<file path="config.mk">
export PLATFORM = sky130hd
export DESIGN_NAME = full_subtractor
export DESIGN_NICKNAME = d
export VERILOG_FILES = /design/src/rtl/full_subtractor_pkg.sv /design/src/rtl/full_subtractor_bit.sv /design/src/rtl/full_subtractor.sv
export SDC_FILE = /design/constraint.sdc
export NUM_CORES = 1
export LEC_CHECK = 0
export BUFFER_PORTS_ARGS = -buffer_cell sky130_fd_sc_hd__buf_2
export CAP_MARGIN = 20
export CORE_AREA = 2 2 39 41
export CTS_BUF_LIST = sky130_fd_sc_hd__clkbuf_4 sky130_fd_sc_hd__clkbuf_8
export DETAILED_ROUTE_END_ITERATION = 8
export DIE_AREA = 0 0 41 43
export PLACE_DENSITY = 0.31
export SLEW_MARGIN = 20
export SYNTH_ARGS = -nofsm -noshare
export SYNTH_HDL_FRONTEND = slang
export SYNTH_SLANG_ARGS = --single-unit
</file>
<file path="constraint.sdc">
create_clock -name clk -period 1.1 [get_ports clk]
set_input_delay 0.11 -clock clk [delete_from_list [all_inputs] [get_ports clk]]
set_output_delay 0.11 -clock clk [all_outputs]
set_load 0.01 [all_outputs]
</file>
<file path="src/rtl/full_subtractor_pkg.sv">
// rtl/full_subtractor_pkg.sv - shared constants and golden reference for the ripple-borrow subtractor
package full_subtractor_pkg;

    localparam int FS_MAX_WIDTH = 64;

    // Returns {borrow, diff} in the low width+1 bits; higher bits are zero.
    function automatic logic [FS_MAX_WIDTH:0] fs_ref(
        input logic [FS_MAX_WIDTH-1:0] a,
        input logic [FS_MAX_WIDTH-1:0] b,
        input logic                    c,
        input int                      width
    );
        logic [FS_MAX_WIDTH:0] full;
        logic [FS_MAX_WIDTH:0] mask;
        full = {1'b0, a} - {1'b0, b} - {{FS_MAX_WIDTH{1'b0}}, c};
        mask = ((FS_MAX_WIDTH+1)'(1) << (width + 1)) - (FS_MAX_WIDTH+1)'(1);
        return full & mask;
    endfunction

endpackage

</file>
<file path="src/rtl/full_subtractor_bit.sv">
// rtl/full_subtractor_bit.sv - combinational 1-bit full-subtractor cell
module full_subtractor_bit (
    input  logic a,
    input  logic b,
    input  logic bin,
    output logic d,
    output logic bout
);

    assign d    = a ^ b ^ bin;
    assign bout = (~a & b) | (~a & bin) | (b & bin);

endmodule

</file>
<file path="src/rtl/full_subtractor.sv">
// rtl/full_subtractor.sv - registered ripple-borrow a-b-c subtractor; FULL_SUBTRACTOR_OVF_EN adds signed overflow output ovf
module full_subtractor
    import full_subtractor_pkg::*;
#(
    parameter int WIDTH = 1
) (
    input  logic             clk,
    input  logic             rst,
    input  logic             in_valid,
    input  logic [WIDTH-1:0] a,
    input  logic [WIDTH-1:0] b,
    input  logic             c,
    output logic             out_valid,
    output logic [WIDTH-1:0] difference,
    output logic             barrow
`ifdef FULL_SUBTRACTOR_OVF_EN
    ,
    output logic             ovf
`endif
);

    logic [WIDTH:0]   borrow_chain;
    logic [WIDTH-1:0] diff_comb;

    assign borrow_chain[0] = c;

    for (genvar i = 0; i < WIDTH; i++) begin : g_cell
        full_subtractor_bit u_bit (
            .a   (a[i]),
            .b   (b[i]),
            .bin (borrow_chain[i]),
            .d   (diff_comb[i]),
            .bout(borrow_chain[i+1])
        );
    end

    // Result registers only load on a valid capture; out_valid tracks in_valid every cycle.
    always_ff @(posedge clk or posedge rst) begin
        if (rst) begin
            out_valid  <= 1'b0;
            difference <= '0;
            barrow     <= 1'b0;
        end else begin
            out_valid <= in_valid;
            if (in_valid) begin
                difference <= diff_comb;
                barrow     <= borrow_chain[WIDTH];
            end
        end
    end

`ifdef FULL_SUBTRACTOR_OVF_EN
    // Signed overflow: borrow into the sign bit differs from borrow out of it.
    always_ff @(posedge clk or posedge rst) begin
        if (rst) begin
            ovf <= 1'b0;
        end else if (in_valid) begin
            ovf <= borrow_chain[WIDTH-1] ^ borrow_chain[WIDTH];
        end
    end
`endif

endmodule

</file>
==> results of run 1 <==
## final cells by class
cell class	instances	area (um2)
repair buffers	9	50.0
clock buffers	4	30.0
flip-flops and latches	3	75.1
inverters	2	7.51
well taps	16	20.0
fillers	162	1160
multi-input cells	4	43.8
## cell usage in the layout, fill, tap and decap left out
cell,n
a21oi_1,1
buf_2,8
clkbuf_4,4
dfrtp_1,3
dlygate4sd3_1,1
fa_1,1
inv_1,2
mux2_4,1
nor2_1,1
## state kept, by name, summed over array words and instances, names as in the netlist
signal	cells
difference	1
out_valid	1
barrow	1
## through the flow
stage	setup WS [ns]	std cells	instance area [um2]
6_report	0.240	38	226
3_3_place_gp	0.0807	33	186
4_1_cts	0.225	38	226
5_1_grt	0.200	38	226
2_1_floorplan	0.182	9	126
3_5_place_dp	0.0570	33	186
## power by group through the flow
| stage | clock, uW | sequential [uW] | combinational, uW |
|---|---|---|---|
| 2_1_floorplan | 0 | 136 | 18.5 |
| 3_3_place_gp | 0 | 130 | 49.8 |
| 3_5_place_dp | 0 | 131 | 51.2 |
| 4_1_cts | 231 | 130 | 54.5 |
| 5_1_grt | 246 | 131 | 60.3 |
| 6_report | 221 | 129 | 53.8 |
## path summary, 6_finish.rpt
kind,depth (start not counted),end,slack (ns)
min in group asynchronous,3,barrow,0.28
hold reg to reg,1,barrow,0.51
setup reg to reg,1,barrow,0.35
setup / recovery,1,difference,0.24
max in group asynchronous,3,difference,0.69
hold / removal,1,out_valid,0.04
## cells in the mapped netlist
| master | n |
|---|---|
| dfrtp_1 | 3 |
| a21oi_1 | 1 |
| mux2_4 | 1 |
| inv_1 | 2 |
| nor2_1 | 1 |
| fa_1 | 1 |
## cell families after synthesis
group	Yosys count	synth area share, %
flops	3	59.4
buf+inv	2	5.94
compound gates	1	3.96
mux	1	11.9
fa+ha+maj	1	15.8
simple gates	1	2.97
## routing by layer
layer / vias up / track usage (%)
li1: 55 / -
met1: 49 / 5.88
met2: 9 / 3.75
met3: 0 / 7.85
met4: 0 / 8.00
met5: - / 0
==> results.ini, run 1 <==
[cts]
cts.sinks=3
cts_buffer_depth=2
htree_num_levels=1
post_cts_resized=0
ctsHoldBuffers=1
path_clk_slew_ns=0.04
cts_tree=built
cts_setup_buffers=0
clock_latency_ns=0.23
cts_buffers=3
cts-root-buf=clkbuf_4

[logic_synthesis]
seq_area_frac_synth_pct=59.4
synth_area_um2=126
synthTopCellsByArea=dfrtp_1 (59%), fa_1 (16%), mux2_4 (12%)
synthesis.instances=9
avgSynthCellArea_um2=14.0
ys_types=6
yosysTopAreaCellShare_pct=59.4
ys_ff_latch=3
ys_warn_count=0
syn_nets=16
yosys.area.top_type=dfrtp_1

[global_routing]
grt_pass1_vias=110
grt_overflow=0
grt_max_degree=5
grt_pass1_wl_um=524
track_usage_pct=5.75
antenna_found_initial=0

[floorplanning]
initial_core_util_pct=9.13
ioPinCount=9
die_area_mm2=0.00176
core_area_mm2=0.00138
die_y_um=43
chipWidth_um=41
core.rowCount=14

[pwr]
ir_drop_v=0.000343
swShare_pct=22.5
p_total_uw=404
p_per_area_mw_per_mm2=1780
p_seq_share_pct=32.0
power_frac_comb_pct=13.3
pwr-share-clk_pct=54.6
switching_power_uw=90.8
p_int_uw=313
p_leak_uw=0.000118

[timing]
fin_tns_setup_ns=0
max_freq_mhz=1160
finalCritPeriodShare_pct=78.2
whs_ns=0.0397
finalCriticalPeriod_ns=0.860
hold_viol_final=0
drv_slew=0
finalSetupViolCount=0
maxSlewHeadroom_pct=92.4
grt_setup_unrepaired=false
worst_pin_slew_ns=0.114
skew_ns=0

[setup_path]
r2r_start=barrow
worstSetupPathType=reg2out
path_cells=buf_2
startpoint=difference
critical_path_required_ns=0.99
cpPeakStageDelay_ns=0.37
cp-end-kind=primary output
critPathTopFamily=flip-flops
cp_data_arrival_time_ns=0.75
crit_slowest_cell=dfrtp_1
start_kind=register
cp_max_fo=2
crit_buf_inv=1

[routing]
vias=113
dr.pass1.iters=2
drc=0
wl_met3_um=52
wl_met1_um=142
top_layer=met3
vias_per_cell=2.97
ant_nets=0
met2_length_um=91
drt_iter0_markers=1
wl_per_cell_um=7.50
wirelength_um=285

[placement]
place_congestion=0.561
io_buffers=8

[run_status]
status=completed

[layout]
num_antenna_cells=0
drive_gt1_share_pct=59.1
final_core_util_pct=16.4
synthToLayoutAreaGrowth_pct=79.2
nNetsFinal=30

[job]
drv_cap=0

[worst_hold_path]
min_from=in_valid
hp-class=in2reg

Power figures use the tool's default switching activity.
==> run 2: changes to the inputs <==
ABC_AREA = 1   (was unset)
PLACE_DENSITY = 0.32   (was 0.31)
clock period = 0.8 ns   (was 1.1 ns; I/O delays follow)
==> run 2 against run 1 <==
Compared with the run above: the flow now finishes with violations (negative setup slack); setup slack worse by 0.26 ns; first-iteration DRC count up 100%; die area unchanged; total power rose by 41%; sequential power is 36% higher; critical path depth did not move; final area increased by 14%; hold slack gained 0.20 ns; global-route usage fell by 0.82 points; clock power grew 36%.
==> results.ini, run 2 <==
[global_routing]
grt_pass1_vias=150  ; +36%
grt_pass1_wl_um=489  ; -6.7%
grt_max_degree=5  ; unchanged
antenna_found_initial=0  ; unchanged
track_usage_pct=4.93  ; -0.82 points
grt_overflow=0  ; unchanged

[logic_synthesis]
synth_most_common_cell=nand2_1
synth-edff-count=0  ; unchanged
yosys.area.top_type=dfrtp_1
syn_nets=21  ; +5
ys_types=4  ; -2
ys_warn_count=0  ; unchanged
synth_ff_type=dfrtp_1
async_flop_share_pct=100  ; unchanged
synthTopCellsByCount=nand2_1 (6), inv_1 (4), dfrtp_1 (3)
seq_area_frac_synth_pct=56.6  ; -2.8 points
synth_area_um2=133  ; +5.0%
avgSynthCellArea_um2=9.47  ; -33%
synthTopCellsByArea=dfrtp_1 (57%), nand2_1 (17%), fa_1 (15%)
synthesis.instances=14  ; +5
ys_ff_latch=3  ; unchanged
yosysTopAreaCellShare_pct=56.6  ; -2.8 points

[floorplanning]
chipWidth_um=41  ; unchanged
core.rowCount=14  ; unchanged
ioPinCount=9  ; unchanged
initial_core_util_pct=9.58  ; +0.45 points
die_area_mm2=0.00176  ; unchanged
die_y_um=43  ; unchanged
core_area_mm2=0.00138  ; unchanged

[cts]
clock_latency_ns=0.23  ; about the same
cts-root-buf=clkbuf_4
cts.sinks=3  ; unchanged
cts_tree=built
cts_buffer_depth=2  ; unchanged
path_clk_slew_ns=0.04  ; about the same
htree_num_levels=1  ; unchanged
cts_buffers=3  ; unchanged
post_cts_resized=0  ; unchanged

[setup_path]
r2r_start=difference
critical_path_required_ns=0.72  ; -0.27 ns
r2r_cells=3  ; +2
cp-end-kind=primary output
path_cells=buf_2
crit_slowest_cell=dfrtp_1
start_kind=register
rr_endpoint=difference
crit_buf_inv=1  ; unchanged
cp_data_arrival_time_ns=0.74  ; about the same
cpPeakStageDelay_ns=0.37  ; about the same
cp_max_fo=2  ; unchanged
worstSetupPathType=reg2out
critPathTopFamily=flip-flops
reg2reg_slack_ns=0.10  ; -0.25 ns

[routing]
drc=0  ; unchanged
vias=131  ; +16%
dr.pass1.iters=2  ; unchanged
vias_per_cell=2.85  ; -4.2%
wirelength_um=305  ; +7.0%
wl_met1_um=116  ; -18%
met2_length_um=107  ; +18%
wl_per_cell_um=6.63  ; -12%
wl_met3_um=62  ; +19%
top_layer=met4
ant_nets=0  ; unchanged
drt_iter0_markers=2  ; +1

[layout]
multi_input_area_um2=42.5  ; -2.9%
num_antenna_cells=0  ; unchanged
nNetsFinal=38  ; +27%
final_cell_mix=buf_2 (8), nand2_1 (6), inv_1 (4), clkbuf_4 (4), dfrtp_1 (3)
drive_gt1_share_pct=46.7  ; -12 points
nFillCells=156  ; -3.7%
layout_commonest_cell=buf_2
top_regs=barrow x1, difference x1, out_valid x1
synthToLayoutAreaGrowth_pct=94.3
ff_latch_area_um2=75.1  ; unchanged
final_core_util_pct=18.6  ; +2.3 points

[job]
drv_cap=0  ; unchanged

[timing]
fin_tns_setup_ns=-0.0334  ; -0.0334 ns
maxSlewHeadroom_pct=92.6  ; +0.21 points
max_freq_mhz=1220
finalSetupViolCount=2  ; +2
fin_ws_ns=-0.0213  ; -0.261 ns
grt_setup_unrepaired=true
finalCritPeriodShare_pct=103
hold_viol_final=0  ; unchanged
finalCriticalPeriod_ns=0.821
skew_ns=0  ; unchanged
worst_pin_slew_ns=0.110  ; -0.00321 ns
drv_slew=0  ; unchanged

[pwr]
p_leak_uw=0.000151  ; +28%
p_seq_share_pct=30.7  ; -1.3 points
pwr-share-clk_pct=52.8  ; -1.8 points
swShare_pct=22.6  ; +0.093 points
p_per_area_mw_per_mm2=2210  ; +24%
switching_power_uw=129  ; +42%
ir_drop_v=0.000336  ; -2.0%
p_int_uw=442  ; +41%
power_frac_comb_pct=16.5  ; +3.2 points

[placement]
io_buffers=8  ; unchanged
hpwl_um=212
place_congestion=0.550  ; -1.9%

[worst_hold_path]
hp-class=in2reg
hold_depth=4  ; +3
whs_endpoint=barrow
min_from=b

[run_status]
status=finished, violations left
violations=negative setup slack

-- run 2: area by class of cell --
class                      count  share of cell area (%)
clock buffer                   4                    11.7
sequential                     3                    29.1
inverter                       4                    5.83
tap                           16                    7.77
multi-input combinational      7                    16.5
timing repair buffer          12                    29.1
-- run 2: metal layers --
layer	global-route usage [%]	vias up
met5	0	-
met4	10.0	0
met3	1.57	2
met2	6.25	11
met1	3.56	49
li1	-	69
-- run 2: cell families after synthesis --
kind of cell             Yosys count  synth area share (%)
adder cells (fa/ha/maj)            1                  15.1
flip-flops                         3                  56.6
AND/OR/NAND/NOR                    6                  17.0
buffers and inverters              4                  11.3
-- run 2: power groups by stage --
stage | sequential (uW) | combinational (uW) | clock, uW
after floorplan | 185 | 24.2 | 0
after global routing | 176 | 106 | 327
after detailed placement | 178 | 68.5 | 0
final | 175 | 94.2 | 301
after CTS | 174 | 95.5 | 314
after global placement | 176 | 66.7 | 0
-- run 2: through the flow --
stage	hold slack, ns	instances	total power [uW]	instance area, um2	setup slack, ns
floorplan	-0.166	14	209	133	-0.0279
global placement	-0.0574	38	243	193	-0.156
detailed placement	-0.0529	38	246	193	-0.164
CTS	0.241	46	583	258	-0.0242
global route	0.271	46	610	258	-0.0447
finish	0.244	46	570	258	-0.0213
-- run 2: timing repair --
| action | 4_1_cts | 5_1_grt |
|---|---|---|
| hold buffers | 2 | 0 |
| pin swaps | 0 | 0 |
| buffers inserted | 2 | 0 |
| hold endpoints to repair | 4 | 0 |
| endpoints found under the setup margin | 3 | 3 |
-- run 2: worst reg2reg max path: stages, from the launching register on --
cell and delay, ns:
dfrtp_1 0.37, buf_4 0.13, nand2_1 0.05, nand2_1 0.04
-- run 2: how the worst max path moves through the flow --
stage	startpoint	end	slack, ns	cells past startpoint
2_1_floorplan	c	difference	-0.03	4
3_3_place_gp	c	difference	-0.16	5
3_5_place_dp	c	difference	-0.16	5
4_1_cts	difference	difference	-0.02	1
5_1_grt	difference	difference	-0.04	1
6_report	difference	difference	-0.02	1
==> run 3: changes to the inputs <==
ABC_AREA = unset   (was 1)
PLACE_DENSITY = 0.31   (was 0.32)
==> run 3 against run 2 <==
Compared with the run above: the flow still finishes with violations (negative setup slack); core utilization is 0.90 points lower; maximum frequency is 1.6% lower; sequential share of layout area is 1.5 points higher; setup slack worse by 0.014 ns.
==> results.ini, run 3 (synthesized netlist as in run 1, its figures left out) <==
[routing]
vias=111  ; -15%
wirelength_um=291  ; -4.6%
wl_per_cell_um=7.46  ; +13%
drt_iter0_markers=1  ; -1
vias_per_cell=2.85  ; about the same
drc=0  ; unchanged
dr.pass1.iters=2  ; unchanged
ant_nets=0  ; unchanged

[setup_path]
path_cells=buf_2
cpPeakStageDelay_ns=0.38  ; about the same
r2r_cells=1  ; -2
cp-end-kind=primary output
worstSetupPathType=reg2out
critical_path_required_ns=0.72  ; about the same
crit_slowest_cell=dfrtp_1
r2r_start=barrow
rr_endpoint=barrow
cp_max_fo=2  ; unchanged
reg2reg_slack_ns=0.03  ; -0.07 ns
start_kind=register
crit_buf_inv=1  ; unchanged
cp_data_arrival_time_ns=0.76  ; +0.02 ns
critPathTopFamily=flip-flops

[layout]
synthToLayoutAreaGrowth_pct=94.1
drive_gt1_share_pct=69.6  ; +23 points
final_core_util_pct=17.7  ; -0.90 points
top_regs=barrow x1, difference x1, out_valid x1
num_antenna_cells=0  ; unchanged
nFillCells=152  ; -2.6%
final_cell_area_um2=245  ; -4.9%
layout_commonest_cell=buf_2
final_cell_mix=buf_2 (7), clkbuf_4 (4), dfrtp_1 (3)
nNetsFinal=31  ; -18%

[floorplanning]
core_area_mm2=0.00138  ; unchanged
ioPinCount=9  ; unchanged
core.rowCount=14  ; unchanged
initial_core_util_pct=9.13  ; -0.45 points
die_y_um=43  ; unchanged
die_area_mm2=0.00176  ; unchanged
chipWidth_um=41  ; unchanged

[cts]
htree_num_levels=1  ; unchanged
cts_buffer_depth=2  ; unchanged
cts_tree=built
clock_latency_ns=0.23  ; about the same
cts.sinks=3  ; unchanged
path_clk_slew_ns=0.04  ; about the same
cts_buffers=3  ; unchanged
cts-root-buf=clkbuf_4

[timing]
finalCriticalPeriod_ns=0.835  ; +0.0137 ns
skew_ns=0  ; unchanged
fin_tns_setup_ns=-0.0519  ; -0.0186 ns
worst_pin_slew_ns=0.106  ; -0.00489 ns
drv_slew=0  ; unchanged
finalCritPeriodShare_pct=104  ; +1.7 points
hold_viol_final=0  ; unchanged
fin_ws_ns=-0.0350  ; -0.0137 ns
maxSlewHeadroom_pct=93.0  ; +0.33 points
max_freq_mhz=1200  ; -1.6%
grt_setup_unrepaired=true
finalSetupViolCount=2  ; unchanged

[pwr]
p_seq_share_pct=31.0  ; +0.3 points
p_leak_uw=0.000124  ; -18%
p_int_uw=449  ; +1.7%
swShare_pct=22.4  ; -0.15 points
pwr-share-clk_pct=52.3  ; -0.5 points
power_frac_comb_pct=16.8  ; +0.3 points
switching_power_uw=130  ; +0.88%
ir_drop_v=0.000487  ; +45%
p_per_area_mw_per_mm2=2360  ; +6.7%

[placement]
place_congestion=0.583  ; +5.9%
io_buffers=8  ; unchanged
dp_slack_ns=-0.141  ; +0.0227 ns
dpl_cell_area_um2=189  ; -1.9%

[global_routing]
grt_overflow=0  ; unchanged
grt_pass1_wl_um=483  ; -1.2%
grt_pass1_vias=110  ; -27%
track_usage_pct=5.56  ; +0.63 points
antenna_found_initial=0  ; unchanged
grt_max_degree=5  ; unchanged

[run_status]
status=finished, violations left
violations=negative setup slack

[worst_hold_path]
hold_depth=1  ; -3
hp-class=in2reg
whs_endpoint=out_valid
min_from=in_valid

[job]
drv_cap=0  ; unchanged

## run 3: worst max-delay path by stage
stage	from	endpoint	slack, ns	depth (start not counted)
finish	barrow	barrow	-0.04	1
CTS	barrow	barrow	-0.05	1
global route	barrow	barrow	-0.08	1
global placement	c	barrow	-0.13	3
detailed placement	c	barrow	-0.14	3
floorplan	c	barrow	-0.001	2
## run 3: routing by layer
layer / up-vias / global-route usage [%] / part of all wire [%]
met3: 0 / 7.85 / 16
met2: 9 / 3.75 / 33
met5: - / 0 / 0
li1: 54 / - / -
met1: 48 / 5.25 / 51
met4: 0 / 8.00 / 0
## run 3: final cells by class
cell class,instances,area [um2],share of cell area [%]
clock buffers,4,30.0,12.2
inverters,2,7.51,3.06
multi-input cells,4,48.8,19.9
flip-flops and latches,3,75.1,30.6
well taps,16,20.0,8.16
repair buffers,10,63.8,26.0
## run 3: per-stage QoR
step	hold WS, ns	power [uW]	instances
floorplan	-0.166	213	9
finish	0.0272	579	39
CTS	0.00712	580	39
global route	0.0145	632	39
detailed placement	-0.0511	252	33
global placement	-0.0538	249	33
## run 3: what timing repair did
item | in CTS | in global routing
pin swaps | 0 | 0
hold endpoints to repair | 3 | 0
setup buffers | 1 | 0
setup endpoints to repair | 3 | 3
hold buffers | 1 | 0
resized for setup | 0 | 2
## run 3: power groups by stage
stage | Sequential (uW) | Clock (uW) | Combinational, uW
after global routing | 182 | 342 | 108
after floorplan | 187 | 0 | 25.5
final | 179 | 303 | 97.1
after global placement | 179 | 0 | 69.3
after CTS | 178 | 316 | 87.0
after detailed placement | 180 | 0 | 71.5
